## config.mk

```make
export PLATFORM = sky130hd
export DESIGN_NAME = imem_debug_loader_flat
export DESIGN_NICKNAME = d
export VERILOG_FILES = /design/src/rtl/imem_debug_loader_pkg.sv /design/src/rtl/imem_debug_loader_if.sv /design/src/rtl/imem_debug_loader_assembler.sv /design/src/rtl/imem_debug_loader.sv /design/src/flat_wrapper.sv
export SDC_FILE = /design/constraint.sdc
export NUM_CORES = 1
export LEC_CHECK = 0
export ABC_CLOCK_PERIOD_IN_PS = 4500
export CORE_UTILIZATION = 56
export CTS_CLUSTER_DIAMETER = 40
export DETAILED_ROUTE_END_ITERATION = 16
export GPL_TIMING_DRIVEN = 0
export HOLD_SLACK_MARGIN = 0.06
export PLACE_DENSITY = 0.95
export SYNTH_ARGS = -nofsm -noshare
export SYNTH_HDL_FRONTEND = slang
export SYNTH_SLANG_ARGS = --single-unit
```

## constraint.sdc

```tcl
create_clock -name i_clk -period 4.5 [get_ports i_clk]
set_input_delay 0.675 -clock i_clk [delete_from_list [all_inputs] [get_ports i_clk]]
set_output_delay 0.675 -clock i_clk [all_outputs]
set_load 0.05 [all_outputs]
```

## src/rtl/imem_debug_loader_pkg.sv

```systemverilog
// rtl/imem_debug_loader_pkg.sv - shared constants and state encoding for the debug program loader
package imem_debug_loader_pkg;

    localparam int          P_NBITS     = 32;
    localparam int          P_CELDAS    = 256;
    localparam int          P_STEP      = 4;
    localparam logic [31:0] P_HALT_WORD = 32'hFFFF_FFFF;

    typedef enum logic [2:0] {
        ST_IDLE   = 3'd0,
        ST_RECV   = 3'd1,
        ST_SETUP  = 3'd2,
        ST_STROBE = 3'd3,
        ST_HOLD   = 3'd4,
        ST_DONE   = 3'd5,
        ST_ERROR  = 3'd6
    } state_t;

endpackage

```

## src/rtl/imem_debug_loader_if.sv

```systemverilog
// rtl/imem_debug_loader_if.sv - control, byte stream and memory write bus of the loader
interface imem_debug_loader_if #(
    parameter int NBITS = 32
);
    logic             i_Start;
    logic [7:0]       i_RxData;
    logic             i_RxValid;
    logic [NBITS-1:0] o_DirecDebug;
    logic [NBITS-1:0] o_DatoDebug;
    logic             o_WriteDebug;
    logic             o_Busy;
    logic             o_Done;
    logic             o_Error;
    logic [NBITS-1:0] o_WordCount;

    modport slave (
        input  i_Start, i_RxData, i_RxValid,
        output o_DirecDebug, o_DatoDebug, o_WriteDebug,
               o_Busy, o_Done, o_Error, o_WordCount
    );

    modport master (
        output i_Start, i_RxData, i_RxValid,
        input  o_DirecDebug, o_DatoDebug, o_WriteDebug,
               o_Busy, o_Done, o_Error, o_WordCount
    );
endinterface

```

## src/rtl/imem_debug_loader_assembler.sv

```systemverilog
// rtl/imem_debug_loader_assembler.sv - big-endian byte to word assembler with 2-bit byte counter
module imem_debug_loader_assembler #(
    parameter int NBITS = 32
) (
    input  logic             i_clk,
    input  logic             i_reset,
    input  logic             i_clear,
    input  logic             i_enable,
    input  logic [7:0]       i_byte,
    input  logic             i_valid,
    output logic [NBITS-1:0] o_word,
    output logic             o_word_ready
);

    logic [NBITS-9:0] r_shift;
    logic [1:0]       r_count;
    logic             w_take;

    // The word is presented combinationally so the FSM can latch it on the
    // same edge that accepts the fourth byte.
    assign w_take       = i_enable && i_valid;
    assign o_word       = {r_shift, i_byte};
    assign o_word_ready = w_take && (r_count == 2'd3);

    // Shift earlier bytes toward the top; counter wraps after the fourth byte.
    always_ff @(posedge i_clk) begin
        if (!i_reset || i_clear) begin
            r_shift <= '0;
            r_count <= 2'd0;
        end else if (w_take) begin
            r_shift <= o_word[NBITS-9:0];
            r_count <= r_count + 2'd1;
        end
    end

endmodule

```

## src/rtl/imem_debug_loader.sv

```systemverilog
// rtl/imem_debug_loader.sv - loads a program from the debug byte stream into instruction memory
module imem_debug_loader
    import imem_debug_loader_pkg::*;
#(
    parameter int               NBITS     = P_NBITS,
    parameter int               CELDAS    = P_CELDAS,
    parameter int               STEP      = P_STEP,
    parameter logic [NBITS-1:0] HALT_WORD = P_HALT_WORD
) (
    input  logic                i_clk,
    input  logic                i_reset,
    imem_debug_loader_if.slave  bus
);

    localparam logic [NBITS-1:0] LAST_ADDR = NBITS'(CELDAS - STEP);
    localparam logic [NBITS-1:0] STEP_W    = NBITS'(STEP);

    state_t           r_state;
    logic [NBITS-1:0] r_addr;
    logic [NBITS-1:0] r_data;
    logic [NBITS-1:0] r_count;
    logic             r_write;
    logic             r_busy;
    logic             r_done;
    logic             r_error;

    logic             w_start;
    logic             w_recv;
    logic             w_word_ready;
    logic [NBITS-1:0] w_word;

    // Start is honoured only while not loading; bytes only while receiving.
    assign w_start = bus.i_Start &&
                     (r_state == ST_IDLE || r_state == ST_DONE || r_state == ST_ERROR);
    assign w_recv  = (r_state == ST_RECV);

    imem_debug_loader_assembler #(
        .NBITS(NBITS)
    ) u_assembler (
        .i_clk       (i_clk),
        .i_reset     (i_reset),
        .i_clear     (w_start),
        .i_enable    (w_recv),
        .i_byte      (bus.i_RxData),
        .i_valid     (bus.i_RxValid),
        .o_word      (w_word),
        .o_word_ready(w_word_ready)
    );

    // Load sequencer: receive a word, then setup/strobe/hold the memory write.
    always_ff @(posedge i_clk) begin
        if (!i_reset) begin
            r_state <= ST_IDLE;
            r_addr  <= '0;
            r_data  <= '0;
            r_count <= '0;
            r_write <= 1'b0;
            r_busy  <= 1'b0;
            r_done  <= 1'b0;
            r_error <= 1'b0;
        end else begin
            case (r_state)
                ST_IDLE, ST_DONE, ST_ERROR: begin
                    if (w_start) begin
                        r_state <= ST_RECV;
                        r_addr  <= '0;
                        r_count <= '0;
                        r_busy  <= 1'b1;
                        r_done  <= 1'b0;
                        r_error <= 1'b0;
                    end
                end
                ST_RECV: begin
                    if (w_word_ready) begin
                        r_data  <= w_word;
                        r_state <= ST_SETUP;
                    end
                end
                ST_SETUP: begin
                    r_write <= 1'b1;
                    r_state <= ST_STROBE;
                end
                ST_STROBE: begin
                    r_write <= 1'b0;
                    r_count <= r_count + NBITS'(1);
                    r_state <= ST_HOLD;
                end
                ST_HOLD: begin
                    if (r_data == HALT_WORD) begin
                        r_done  <= 1'b1;
                        r_busy  <= 1'b0;
                        r_state <= ST_DONE;
                    end else if (r_addr + STEP_W > LAST_ADDR) begin
                        r_error <= 1'b1;
                        r_busy  <= 1'b0;
                        r_state <= ST_ERROR;
                    end else begin
                        r_addr  <= r_addr + STEP_W;
                        r_state <= ST_RECV;
                    end
                end
                default: begin
                    r_state <= ST_IDLE;
                    r_write <= 1'b0;
                    r_busy  <= 1'b0;
                end
            endcase
        end
    end

    assign bus.o_DirecDebug = r_addr;
    assign bus.o_DatoDebug  = r_data;
    assign bus.o_WriteDebug = r_write;
    assign bus.o_Busy       = r_busy;
    assign bus.o_Done       = r_done;
    assign bus.o_Error      = r_error;
    assign bus.o_WordCount  = r_count;

endmodule

```

## src/flat_wrapper.sv

```systemverilog
// flat-port wrapper written by rule: the top's interface ports become plain ports
module imem_debug_loader_flat import imem_debug_loader_pkg::*;
#(
    parameter int               NBITS     = P_NBITS,
    parameter int               CELDAS    = P_CELDAS,
    parameter int               STEP      = P_STEP,
    parameter logic [NBITS-1:0] HALT_WORD = P_HALT_WORD
)
  (i_clk, i_reset, bus_i_Start, bus_i_RxData, bus_i_RxValid, bus_o_DirecDebug, bus_o_DatoDebug, bus_o_WriteDebug, bus_o_Busy, bus_o_Done, bus_o_Error, bus_o_WordCount);
  imem_debug_loader_if #(.NBITS(NBITS)) bus_i ();
  input  logic i_clk;
  input  logic i_reset;
  input wire logic [$bits(bus_i.i_Start)-1:0] bus_i_Start;
  input wire logic [$bits(bus_i.i_RxData)-1:0] bus_i_RxData;
  input wire logic [$bits(bus_i.i_RxValid)-1:0] bus_i_RxValid;
  output wire logic [$bits(bus_i.o_DirecDebug)-1:0] bus_o_DirecDebug;
  output wire logic [$bits(bus_i.o_DatoDebug)-1:0] bus_o_DatoDebug;
  output wire logic [$bits(bus_i.o_WriteDebug)-1:0] bus_o_WriteDebug;
  output wire logic [$bits(bus_i.o_Busy)-1:0] bus_o_Busy;
  output wire logic [$bits(bus_i.o_Done)-1:0] bus_o_Done;
  output wire logic [$bits(bus_i.o_Error)-1:0] bus_o_Error;
  output wire logic [$bits(bus_i.o_WordCount)-1:0] bus_o_WordCount;
  assign bus_i.i_Start = bus_i_Start;
  assign bus_i.i_RxData = bus_i_RxData;
  assign bus_i.i_RxValid = bus_i_RxValid;
  assign bus_o_DirecDebug = bus_i.o_DirecDebug;
  assign bus_o_DatoDebug = bus_i.o_DatoDebug;
  assign bus_o_WriteDebug = bus_i.o_WriteDebug;
  assign bus_o_Busy = bus_i.o_Busy;
  assign bus_o_Done = bus_i.o_Done;
  assign bus_o_Error = bus_i.o_Error;
  assign bus_o_WordCount = bus_i.o_WordCount;
  imem_debug_loader #(.NBITS(NBITS), .CELDAS(CELDAS), .STEP(STEP), .HALT_WORD(HALT_WORD)) u_core (.i_clk(i_clk), .i_reset(i_reset), .bus(bus_i));
endmodule
```

After elaboration in Yosys (flattened, before gate mapping). Cells that the tools add are included.

Register bits: 129. Input port bits: 12. Output and inout port bits: 100. Word-level logic and storage cells: 71.

Add/subtract/negate cells: 3. Order comparisons: 1. Equality and inequality tests: 15. Muxes and demuxes: 21. Bitwise operators: 1. Reduce and logical (&&, ||, !) cells: 20.

Operator list (count): 32-bit case mux with 2 select lines (2); 32-bit 2-to-1 mux (3); 32-bit by 1-bit adder with 32-bit output (second input constant) (1); 32-bit by 3-bit adder with 32-bit output (second input constant) (1); 32-bit equality test (second input constant) (1); 32-bit by 8-bit greater-than comparator with 1-bit output (second input constant) (1); 3-bit case mux with 5 select lines (1); 3-bit 2-to-1 mux (4); 3-bit equality test (second input constant) (3); 4-bit AND reduction (2); 1-bit 2-to-1 mux (7); 3-bit by 2-bit equality test with 1-bit output (second input constant) (2); 2-bit by 1-bit inequality test with 1-bit output (second input constant) (3); 2-bit inequality test (second input constant) (3); 1-bit case mux with 2 select lines (3); 2-bit AND reduction (3); 3-bit AND reduction (2); 3-bit OR reduction (2); 5-bit OR reduction (1); 2-bit nonzero test (2); 3-bit by 1-bit equality test with 1-bit output (second input constant) (1); 1-bit logical AND (3); 3-bit logical NOT (1); 1-bit logical OR (3); 6 further kinds (6).

Longest topological paths before layout. Gate-level depths: netlist (run 1).

Depth in word-level cells: 6. Depth in mapped cells: 10. Gate-level depth less buffers: 8.

Hierarchy. From an unflattened synthesis (run 1), not the netlist that was laid out.

Cell total of the unflattened synthesis: 718. Area, all modules: 6261.0 sq um.

By module, submodules not included: imem_debug_loader (instances 1, cells an instance 588, area an instance 4908.5 sq um, seq. area each 2021.9 sq um); imem_debug_loader_assembler (instances 1, cells an instance 130, area an instance 1352.5 sq um, seq. area each 520.5 sq um).

Least setup slack after synthesis (run 1). Ideal clock, no wire load.

Path type: register to register. From: register u_core.r_addr[3] (netlist: u_core.bus.o_DirecDebug[3]). To: register u_core.r_state[1]. Library setup time: 0.120 ns. Arrival time: 3.042 ns. Required time: 4.380 ns. Path slack: 1.338 ns. Cell stages (with the launch flop): 10. Buffers on the path: 1. Clock period less this slack: 3.162 ns. Cell sequence: dfxtp_1 -> ha_1 -> clkbuf_1 -> nand3_1 -> or3_1 -> nor4_1 -> o22ai_1 -> nor4_4 -> a21boi_1 -> o31a_1.

Longest elaborated chain between the ends: 5.

Ends and longest elaborated chain: from (decl) (RTL line imem_debug_loader.sv:19) `logic [NBITS-1:0] r_addr;`; from (signal assigned) (RTL line imem_debug_loader.sv:98) `r_addr <= r_addr + STEP_W;`; 32-bit by 3-bit adder with 32-bit output (RTL line imem_debug_loader.sv:93) `end else if (r_addr + STEP_W > LAST_ADDR) begin`; 32-bit by 8-bit greater-than comparator with 1-bit output (RTL line imem_debug_loader.sv:93); 3-bit 2-to-1 mux (RTL line imem_debug_loader.sv:93); 3-bit 2-to-1 mux (RTL line imem_debug_loader.sv:89) `if (r_data == HALT_WORD) begin`; 3-bit case mux with 5 select lines (RTL line imem_debug_loader.sv:62) `case (r_state)`; to (signal assigned) (RTL line imem_debug_loader.sv:65) `r_state <= ST_RECV;`; to (signal assigned) (RTL line imem_debug_loader.sv:92) `r_state <= ST_DONE;`; to (signal assigned) (RTL line imem_debug_loader.sv:96) `r_state <= ST_ERROR;`; to (decl) (RTL line imem_debug_loader.sv:18) `state_t r_state;`.

Every way passes these cells. A chain may end at the register's enable or synchronous reset.

Final worst setup path (run 1). Ends and elaborated chain as after synthesis.

==> metrics, run 1 <==
outcome=complete, no violations; crit-path max cell delay=0.63 ns; maximum root-to-sink buffer count=2; clock-pin slew on the worst setup and hold paths=0.06 ns; vias in the first global route=5379; Worst Setup Start Kind=register; CTS Buf Count=17; register area share after synthesis=44.9%; initial antenna violation count=0; number of fill cells=627; number of inserted diodes=0; Initial Util=58.0%; worst rel slew slack=31.8%; first-pass GRT wire length=25700 um; via count=5685; DRT antenna net count=0; number of synthesized flops with an enable pin=0; Storage cell area=0.00254 mm^2; cts hold-fix bufs=0; Top Ports=112; Mean Syn Cell Area=8.26 um^2; Peak VDD IR=0.000241 V; GRT Residual Overflow=0; Vias/cell=5.92; Fin Setup TNS=0 ns; total power per unit cell area=355 mW/mm^2; crit-path cells=ha_1 -> clkbuf_1 -> nand3_1 -> or3_1 -> nor3_1 -> o21ai_0 -> nor4_4 -> a21boi_1 -> o31a_1; I/O Buffers=109; Row Count=36; fin nets=831; Cell Area, Synth=0.00567 mm^2; die area=0.0105 mm^2; Synth Instances=686; share of total power in the clock network=52.5%; Max Slew Vio Count=0; Die Y=103 um; min Tclk post-route=3.32 ns; GP Congestion=0.919; Synth Register Bits=127; Logic pwr share=5.0%; drt pass-1 iters=5; CP Class=reg2reg; crit end category=register; share of post-route cells with drive strength above 1=5.56%; H-tree Lvls=4; critical-path maximum fanout=10; switching fraction of total power=23.6%; fin cells=961; DRT iter0 DRCs=372; top_reg_cell synth=dfxtp_1; clock tree from TritonCTS=yes; WP data arrival=3.73 ns; Setup Buffers After CTS=0; Pint=2.04 mW; Multi-input gate area=0.00294 mm^2; endpoints failing setup=0; Pleak=2.62 nW; placed insts=929; die width=103 um; Reg power frac=42.4%; Power Total=2.68 mW; Post-Route WL=16200 um; min-delay worst type=reg2reg; Max Cap Viol=0; RSZ-0062 raised after global routing=false; fmax=301 MHz; Synth cell types=58; Worst Path Required=4.91 ns; # resized after CTS=0; clock skew=0.0130 ns; Final Cycle Share=73.8%; Ys Warns=0; Worst-Skew Late Latency=0.52 ns; Final HPWL DP=11100 um; Worst Tran Pin Value=1.01 ns; largest net degree at the start of global routing=17; Slowest-stage cell, CP=nor4_4; average routed wire per standard cell=16.9 um; Psw=632 uW; final hold vios=0; FFs w/ async S/R, synth=0%; Sinks on Clock Net=127; Residual DRC=0; Area Growth Syn to Fin=33.0%; area of the core=0.00977 mm^2; total global routing track utilization=31.7%; CTS Root Buffer Type=clkbuf_8
-- synth_stat cells (2+ instances only) --
cell,n,area (um^2)
nor2b_1,3,18.8
o31ai_1,2,15.0
a31oi_1,5,31.3
ha_1,4,50.1
mux2i_1,10,100
a211oi_1,4,30.0
a21boi_0,36,270
and3_1,16,100
o22ai_1,2,12.5
nand3_1,23,115
and4_1,8,70.1
inv_1,4,15.0
nand2b_1,6,37.5
and3b_1,3,26.3
nand2_1,169,634
buf_6,2,22.5
nor3_1,10,50.1
a21oi_1,34,170
nor4_1,8,50.1
nor2_1,28,105
or3_1,8,50.1
dfxtp_1,127,2540
and2_1,39,244
o211ai_1,6,45.0
a311oi_1,2,17.5
nor3b_1,3,22.5
o31a_1,2,17.5
buf_1,4,15.0
nand4_1,22,138
xnor2_1,7,61.3
buf_4,2,15.0
o21ai_0,18,90.1
clkbuf_1,30,113
o21a_1,3,22.5
xor2_1,10,87.6
a211o_1,4,35.0
-- cell families after synthesis --
logic type	count (synthesis)	share of synthesized area (%)
other cells	1	0.0662
xor+xnor	17	2.63
compound gates	131	16.0
fa+ha+maj	5	1.06
buf+inv	43	3.27
simple gates	352	30.4
flops	127	44.9
mux	10	1.77
-- registers in the layout, summed over array words and instances (netlist names) --
register,cells
u_core.bus.o_DatoDebug,32
u_core.bus.o_WordCount,32
u_core.bus.o_DirecDebug,30
u_core.u_assembler.r_shift,24
u_core.r_state,3
u_core.u_assembler.r_count,2
u_core.bus.o_Busy,1
u_core.bus.o_Done,1
u_core.bus.o_Error,1
u_core.bus.o_WriteDebug,1
-- power by group through the flow --
stage / clock network, mW / logic (mW) / registers (mW)
after floorplan: 0 / 0.0839 / 1.16
after global placement: 0 / 0.122 / 1.16
after detailed placement: 0 / 0.128 / 1.16
after CTS: 1.40 / 0.132 / 1.14
after global routing: 1.46 / 0.144 / 1.14
final: 1.41 / 0.134 / 1.14
-- final timing paths --
check / start / to / depth (start not counted) / slack, ns
min reg2reg: u_core.u_assembler.r_shift[22] / u_core.u_assembler.r_shift[22] / 2 / 0.47
max: u_core.bus.o_DirecDebug[3] / u_core.r_state[1] / 9 / 1.18
min: u_core.u_assembler.r_shift[22] / u_core.u_assembler.r_shift[22] / 2 / 0.47
max reg2reg: u_core.bus.o_DirecDebug[3] / u_core.r_state[1] / 9 / 1.18
-- metrics by stage --
stage / instance area [um^2] / hold WS (ns) / utilization (%) / setup WS, ns
after CTS: 7540 / 0.460 / 77.1 / 1.22
final: 7540 / 0.466 / 77.1 / 1.18
after floorplan: 5670 / 0.437 / - / 1.34
after detailed placement: 6930 / 0.451 / 70.9 / 1.23
after global placement: 6930 / 0.446 / 70.9 / 1.27
after global routing: 7540 / 0.489 / 77.1 / 0.974
-- metal layers --
metal	track usage (%)	routed length, um	up-vias
li1	-	-	2649
met1	37.3	6400	2642
met2	54.3	8020	336
met3	7.32	1280	58
met4	15.4	533	0
met5	0	0	-
-- critical path, delay by kind of cell (launching register included) --
kind | cells | cell delay (ns)
buffers and inverters | 1 | 0.32
AOI/OAI and AO/OA | 3 | 0.73
and+or+nand+nor | 4 | 1.44
DFF | 1 | 0.50
adders and majority gates | 1 | 0.20
-- layout by cell type, fill, tap and decap left out, types with 16 or more instances in the layout --
master           count
nor2_1              28
o21ai_0             18
clkbuf_16           16
nand3_1             23
clkdlybuf4s50_1    109
dfxtp_1            127
and3_1              16
nand2_1            169
and2_1              39
a21oi_1             34
a21boi_0            36
clkbuf_1            30
nand4_1             22
-- area by class of cell --
class,instances,share of cell area (%)
clock inverter,14,2.39
clock buffer,18,5.68
buffer,39,2.26
timing repair buffer,109,14.5
inverter,4,0.199
tap,133,2.21
sequential,127,33.7
multi-input combinational,517,39.1
Power figures use the tool's default switching activity.
==> run 2, diff against run 1 <==
--- a/config.mk
+++ b/config.mk
@@ -5,13 +5,13 @@
 export SDC_FILE = /design/constraint.sdc
 export NUM_CORES = 1
 export LEC_CHECK = 0
-export ABC_CLOCK_PERIOD_IN_PS = 4500
-export CORE_UTILIZATION = 56
+export ABC_CLOCK_PERIOD_IN_PS = 3270
+export CORE_UTILIZATION = 52
 export CTS_CLUSTER_DIAMETER = 40
 export DETAILED_ROUTE_END_ITERATION = 16
 export GPL_TIMING_DRIVEN = 0
 export HOLD_SLACK_MARGIN = 0.06
-export PLACE_DENSITY = 0.95
+export PLACE_DENSITY = 0.9
 export SYNTH_ARGS = -nofsm -noshare
 export SYNTH_HDL_FRONTEND = slang
 export SYNTH_SLANG_ARGS = --single-unit
==> constraint.sdc (replaced) <==
create_clock -name i_clk -period 3.27 [get_ports i_clk]
set_input_delay 0.4905 -clock i_clk [delete_from_list [all_inputs] [get_ports i_clk]]
set_output_delay 0.4905 -clock i_clk [all_outputs]
set_load 0.05 [all_outputs]
==> metrics, run 2 (synthesized netlist as in run 1, its figures left out) <==
I/O Buffers=109 (unchanged); min-delay worst type=reg2reg; Worst R2R Path Depth=9 (unchanged); drt pass-1 iters=5 (unchanged); Hold WS=0.460 ns (-0.00518 ns); Worst Tran Pin Value=0.851 ns (-0.163 ns); die width=106 um (+3.7%); Worst Setup Start Kind=register; DRT antenna net count=0 (unchanged); endpoints failing setup=0 (unchanged); outcome=complete, no violations; min Tclk post-route=3.12 ns (-0.205 ns); Worst-Skew Late Latency=0.52 ns (about the same); maximum root-to-sink buffer count=2 (unchanged); fin nets=833 (+0.24%); Vias/cell=5.83 (-1.4%); Fin Setup TNS=0 ns (unchanged); Max Slew Vio Count=0 (unchanged); Residual DRC=0 (unchanged); share of post-route cells with drive strength above 1=5.90% (+0.35 points); DRT iter0 DRCs=373 (+0.27%); leading cell type in the layout, fill and taps excluded=nand2_1; crit end category=register; critical-path maximum fanout=9 (-1); number of inserted diodes=0 (unchanged); GP Congestion=0.900 (-2.1%); Area Growth Syn to Fin=33.8%; crit-path max cell delay=0.52 ns (-0.11 ns); average routed wire per standard cell=15.9 um (-5.8%); H-tree Lvls=4 (unchanged); Top Ports=112 (unchanged); Pleak=2.63 nW (+0.26%); Sinks on Clock Net=127 (unchanged); Row Count=37 (+2.8%); Initial Util=54.2% (-3.8 points); worst rel slew slack=42.8% (+11 points); Final HPWL DP=10900 um (-1.9%); fmax=321 MHz (+6.6%); total global routing track utilization=27.6% (-4.0 points); Max Cap Viol=0 (unchanged); area of the core=0.0105 mm^2 (+7.0%); final hold vios=0 (unchanged); initial antenna violation count=0 (unchanged); CP Class=reg2reg; GRT Residual Overflow=0 (unchanged); CTS Root Buffer Type=clkbuf_8; Die Y=106 um (+3.7%); clock tree from TritonCTS=yes; Worst Path Required=3.68 ns (-1.23 ns); first-pass GRT wire length=24700 um (-3.7%); total power per unit cell area=493 mW/mm^2 (+39%); commonest non-fill, non-tap cells in the layout=nand2_1 (169), dfxtp_1 (127), clkdlybuf4s50_1 (109); Post-Route WL=15400 um (-5.3%); Peak VDD IR=0.000303 V (+26%); largest net degree at the start of global routing=17 (unchanged); post-layout util=72.5% (-4.7 points); clock-pin slew on the worst setup and hold paths=0.06 ns (about the same); Slowest-stage cell, CP=dfxtp_1; Hold Path Cell Cnt=2 (unchanged); vias in the first global route=5219 (-3.0%); crit-path cells=ha_1 -> clkbuf_1 -> nand3_1 -> or3_1 -> nor4_1 -> o22ai_1 -> nor4_4 -> a21boi_1 -> o31a_1; cts hold-fix bufs=0 (unchanged); Final Cycle Share=95.4% (+22 points); via count=5636 (-0.86%); CTS Buf Count=17 (unchanged); clock skew=0.00624 ns (-0.00681 ns); WP data arrival=3.52 ns (-0.21 ns); die area=0.0113 mm^2 (+7.5%)
run 2: cell types whose count changed in the layout (fill, tap and decap cells not counted), sizes merged:
cell	previous run	this run
clkinv	6	4
inv	8	5
buf	9	11
clkinvlp	1	4
bufinv	3	4
clkbuf	48	49
run 2: area by class of cell:
type	instances	area (um^2)
multi-input combinational	517	2950
buffer	39	170
timing repair buffer	111	1110
sequential	127	2540
tap	136	170
inverter	4	15.0
fill	762	2880
clock buffer	19	442
clock inverter	13	186
run 2: path summary, 6_finish.rpt:
check	from	to	slack, ns
worst min-delay path	u_core.u_assembler.r_shift[20]	u_core.u_assembler.r_shift[20]	0.46
worst max-delay path	u_core.bus.o_DirecDebug[3]	u_core.r_state[1]	0.15
worst max register to register	u_core.bus.o_DirecDebug[3]	u_core.r_state[1]	0.15
worst min register to register	u_core.u_assembler.r_shift[20]	u_core.u_assembler.r_shift[20]	0.46
run 2: layer usage:
| layer | share of wire, % | up-vias | global-route usage [%] |
|---|---|---|---|
| met5 | 0 | - | 0 |
| met1 | 40 | 2628 | 32.9 |
| met3 | 8.1 | 54 | 6.44 |
| met2 | 50 | 301 | 47.2 |
| li1 | - | 2653 | - |
| met4 | 2.6 | 0 | 12.2 |
run 2: power by group:
part	total, mW	switching (mW)	leakage [nW]	internal (mW)
clock network	1.99	0.709	0.296	1.28
registers	1.56	0.00594	1.02	1.56
logic	0.183	0.122	1.31	0.0608
total	3.73	0.837	2.63	2.90
run 2: timing repair:
| item | in CTS | in global routing |
|---|---|---|
| cloned | 0 | 0 |
| setup endpoints to repair | 21 | 27 |
| buffers inserted | 2 | 0 |
| resized for setup | 0 | 1 |
| pin swaps | 1 | 0 |
run 2: stage by stage:
stage / cell area, um^2 / total power, mW / cells / worst slack, ns
floorplan: 5670 / 1.71 / 687 / 0.108
global placement: 6930 / 1.77 / 932 / 0.0101
detailed placement: 6930 / 1.77 / 932 / -0.0235
CTS: 7580 / 3.74 / 966 / 0.193
global route: 7580 / 3.84 / 966 / -0.00100
finish: 7580 / 3.73 / 966 / 0.152
run 2: critical path: cells and delay by family (launching register included):
family,cells,cell delay (ns)
simple gates,4,1.29
fa+ha+maj,1,0.21
compound gates,3,0.70
flops,1,0.52
buf+inv,1,0.29
==> run 3, diff against run 2 <==
--- a/config.mk
+++ b/config.mk
@@ -5,13 +5,14 @@
 export SDC_FILE = /design/constraint.sdc
 export NUM_CORES = 1
 export LEC_CHECK = 0
+export ABC_AREA = 1
 export ABC_CLOCK_PERIOD_IN_PS = 3270
-export CORE_UTILIZATION = 52
+export CORE_UTILIZATION = 53
 export CTS_CLUSTER_DIAMETER = 40
 export DETAILED_ROUTE_END_ITERATION = 16
 export GPL_TIMING_DRIVEN = 0
 export HOLD_SLACK_MARGIN = 0.06
-export PLACE_DENSITY = 0.9
+export PLACE_DENSITY = 0.91
 export SYNTH_ARGS = -nofsm -noshare
 export SYNTH_HDL_FRONTEND = slang
 export SYNTH_SLANG_ARGS = --single-unit
==> metrics, run 3 <==
outcome=complete, no violations; Hold Path Cell Cnt=2 (unchanged); reg-to-reg slack, setup=0.53 ns (+0.38 ns); Pleak=2.83 nW (+7.7%); Worst Setup Start Kind=register; Initial Util=55.4% (+1.3 points); number of inserted diodes=0 (unchanged); min-delay src=u_core.u_assembler.r_shift[16]; Max Cap Viol=0 (unchanged); critical-path maximum fanout=10 (+1); CTS Buf Count=17 (unchanged); area of the core=0.0111 mm^2 (+5.9%); drt pass-1 iters=7 (+2); Sinks on Clock Net=127 (unchanged); Vias/cell=5.50 (-5.7%); endpoints failing setup=0 (unchanged); Worst R2R Path Depth=16 (+7); largest net degree at the start of global routing=17 (unchanged); total power per unit cell area=549 mW/mm^2 (+11%); clock skew=0.0130 ns (+0.00678 ns); number of fill cells=866 (+14%); Fin Setup TNS=0 ns (unchanged); top_reg_cell synth=dfxtp_1; share of the synthesized area in the top cell type=41.4% (-3.5 points); CP Class=reg2reg; fmax=365 MHz (+14%); crit-path max cell delay=0.45 ns (-0.07 ns); Setup Buffers After CTS=0 (-2); DRT iter0 DRCs=525 (+41%); vias in the first global route=6156 (+18%); first-pass GRT wire length=27800 um (+13%); Psw=1.46 mW (+75%); average routed wire per standard cell=14.3 um (-10%); Ys Warns=0 (unchanged); share of total power in the clock network=42.9% (-10 points); FFs w/ async S/R, synth=0% (unchanged); I/O Buffers=109 (unchanged); DRT antenna net count=0 (unchanged); cts hold-fix bufs=0 (unchanged); clock-pin slew on the worst setup and hold paths=0.06 ns (about the same); Worst-Skew Late Latency=0.43 ns (-0.09 ns); crit-path cells=ha_1 -> nand2_1 -> nor2_4 -> nand2_2 -> nor2_4 -> nor2_1 -> nor2_1 -> nand2_1 -> nor2_1 -> nand2_1 -> nor2_2 -> nand4_4 -> nand2_4 -> buf_8 -> buf_6 -> nor3_1; Reg power frac=37.3% (-4.5 points); Top Ports=112 (unchanged); die width=110 um (+3.0%); WP buf/inv=2 (+1); most common cell in the synthesized netlist=nand2_1; fin nets=1072 (+29%); post-layout util=72.3% (-0.19 points); Area Growth Syn to Fin=30.4%; Synth top cells by count=nand2_1 (313), dfxtp_1 (127), a21oi_1 (96), inv_1 (91), nor2_1 (87); leading cell type in the layout, fill and taps excluded=nand2_1; Residual DRC=0 (unchanged); worst rel slew slack=57.5% (+15 points); reg-to-reg critical path startpoint=u_core.bus.o_DirecDebug[3]; CTS Root Buffer Type=clkbuf_16; Logic pwr share=19.7% (+15 points); clock tree from TritonCTS=yes; Top Family by Delay on Critical Path=simple AND/OR/NAND/NOR gates; min Tclk post-route=2.74 ns (-0.375 ns); Synth Instances=927 (+35%); commonest non-fill, non-tap cells in the layout=nand2_1 (313), dfxtp_1 (127), clkdlybuf4s50_1 (109); RSZ-0062 raised after global routing=false; total global routing track utilization=30.0% (+2.3 points); Slowest-stage cell, CP=dfxtp_1; Final HPWL DP=12200 um (+12%); maximum root-to-sink buffer count=2 (unchanged); H-tree Lvls=4 (unchanged); share of post-route cells with drive strength above 1=5.05% (-0.85 points); Post-Route WL=17300 um (+12%); Worst Path Required=3.56 ns (-0.12 ns); via count=6652 (+18%); Synth Register Bits=127 (unchanged); Pint=2.93 mW (+1.1%); Synth cell types=41 (-29%); Worst Hold End=u_core.u_assembler.r_shift[16]; Mean Syn Cell Area=6.62 um^2 (-20%); WP data arrival=3.03 ns (-0.49 ns); Worst Tran Pin Value=0.638 ns (-0.213 ns); GP Congestion=0.917 (+1.9%); GRT Residual Overflow=0 (unchanged); switching fraction of total power=33.3% (+11 points); Cell Area, Synth=0.00614 mm^2 (+8.3%); Row Count=38 (+2.7%); Peak VDD IR=0.000700 V (+130%); crit end category=register; leading area contributor after synthesis=dfxtp_1; FF-to-FF End=u_core.bus.o_DirecDebug[30]; Die Y=110 um (+3.0%); min-delay worst type=reg2reg; initial antenna violation count=0 (unchanged); die area=0.0120 mm^2 (+6.2%); # resized after CTS=0 (unchanged); number of synthesized flops with an enable pin=0 (unchanged); Final Cycle Share=83.9% (-11 points); final hold vios=0 (unchanged); Max Slew Vio Count=0 (unchanged); Synth area leaders=dfxtp_1 (41%), nand2_1 (19%), a21oi_1 (7.8%), inv_1 (5.6%), nor2_1 (5.3%); Hold WS=0.463 ns (+0.00244 ns); register area share after synthesis=41.4% (-3.5 points)
-- run 3: cell types whose count changed in the layout (fill, tap and decap cells not counted), moves of 21 or more --
cell	previous run	this run
nand2_1	169	313
inv_1	4	91
a21oi_1	34	96
nor2_1	28	87
and2_1	39	1
a21boi_0	36	2
nor3_1	9	37
nand3_1	23	44
-- run 3: metrics by stage --
stage | worst slack, ns | area, um^2 | std cells | power (mW)
floorplan | 0.599 | 6140 | 928 | 2.28
global placement | 0.639 | 7410 | 1177 | 2.51
detailed placement | 0.611 | 7410 | 1177 | 2.52
CTS | 0.577 | 8010 | 1209 | 4.39
global route | 0.289 | 8010 | 1209 | 4.56
finish | 0.527 | 8010 | 1209 | 4.39
-- run 3: cell families after synthesis --
family          count (synthesis)  synth area share, %
xor+xnor                        7                0.998
simple gates                  529                 36.9
compound gates                133                 11.7
other cells                     1               0.0611
flops                         127                 41.4
buf+inv                       126                 8.17
fa+ha+maj                       4                0.815
-- run 3: worst reg2reg max path, stage by stage, from the launching register on --
cell     delay, ns
dfxtp_1       0.45
ha_1          0.28
nand2_1       0.13
nor2_4        0.16
nand2_2       0.12
nor2_4        0.22
nor2_1        0.07
nor2_1        0.18
nand2_1       0.07
nor2_1        0.08
nand2_1       0.08
nor2_2        0.15
nand4_4       0.17
nand2_4       0.12
buf_8         0.13
buf_6         0.14
nor3_1        0.05
-- run 3: final cells by class --
type                            instances  area, um^2  share of cell area [%]
Timing Repair Buffer                  109        1090                    13.6
Inverter                               94         353                    4.41
Clock inverter                         15         170                    2.13
Multi-Input combinational cell        675        3100                    38.7
Buffer                                 32         149                    1.86
Clock buffer                           17         425                    5.31
Tap cell                              140         175                    2.19
Sequential cell                       127        2540                    31.8
-- run 3: worst max-delay path by stage --
stage | endpoint | slack [ns] | from | cells after the start
2_1_floorplan | u_core.bus.o_DirecDebug[21] | 0.60 | u_core.bus.o_DirecDebug[3] | 16
5_1_grt | u_core.bus.o_DirecDebug[30] | 0.29 | u_core.bus.o_DirecDebug[3] | 16
6_report | u_core.bus.o_DirecDebug[30] | 0.53 | u_core.bus.o_DirecDebug[3] | 16
4_1_cts | u_core.bus.o_DirecDebug[30] | 0.58 | u_core.bus.o_DirecDebug[3] | 16
3_5_place_dp | u_core.bus.o_DirecDebug[23] | 0.61 | u_core.bus.o_DirecDebug[3] | 16
3_3_place_gp | u_core.bus.o_DirecDebug[22] | 0.64 | u_core.bus.o_DirecDebug[3] | 16
-- run 3: power by group through the flow --
stage | Clock (mW) | Combinational [mW] | Sequential (mW)
final | 1.89 | 0.867 | 1.64
after global placement | 0 | 0.834 | 1.67
after global routing | 1.97 | 0.946 | 1.64
after floorplan | 0 | 0.570 | 1.71
after CTS | 1.90 | 0.853 | 1.64
after detailed placement | 0 | 0.846 | 1.67
-- run 3: layer usage --
metal	track usage, %	up-vias	wire [um]
met5	0	-	0
met4	13.6	0	444
li1	-	3260	-
met2	51.1	296	8320
met1	36.1	3054	7190
met3	6.40	42	1330
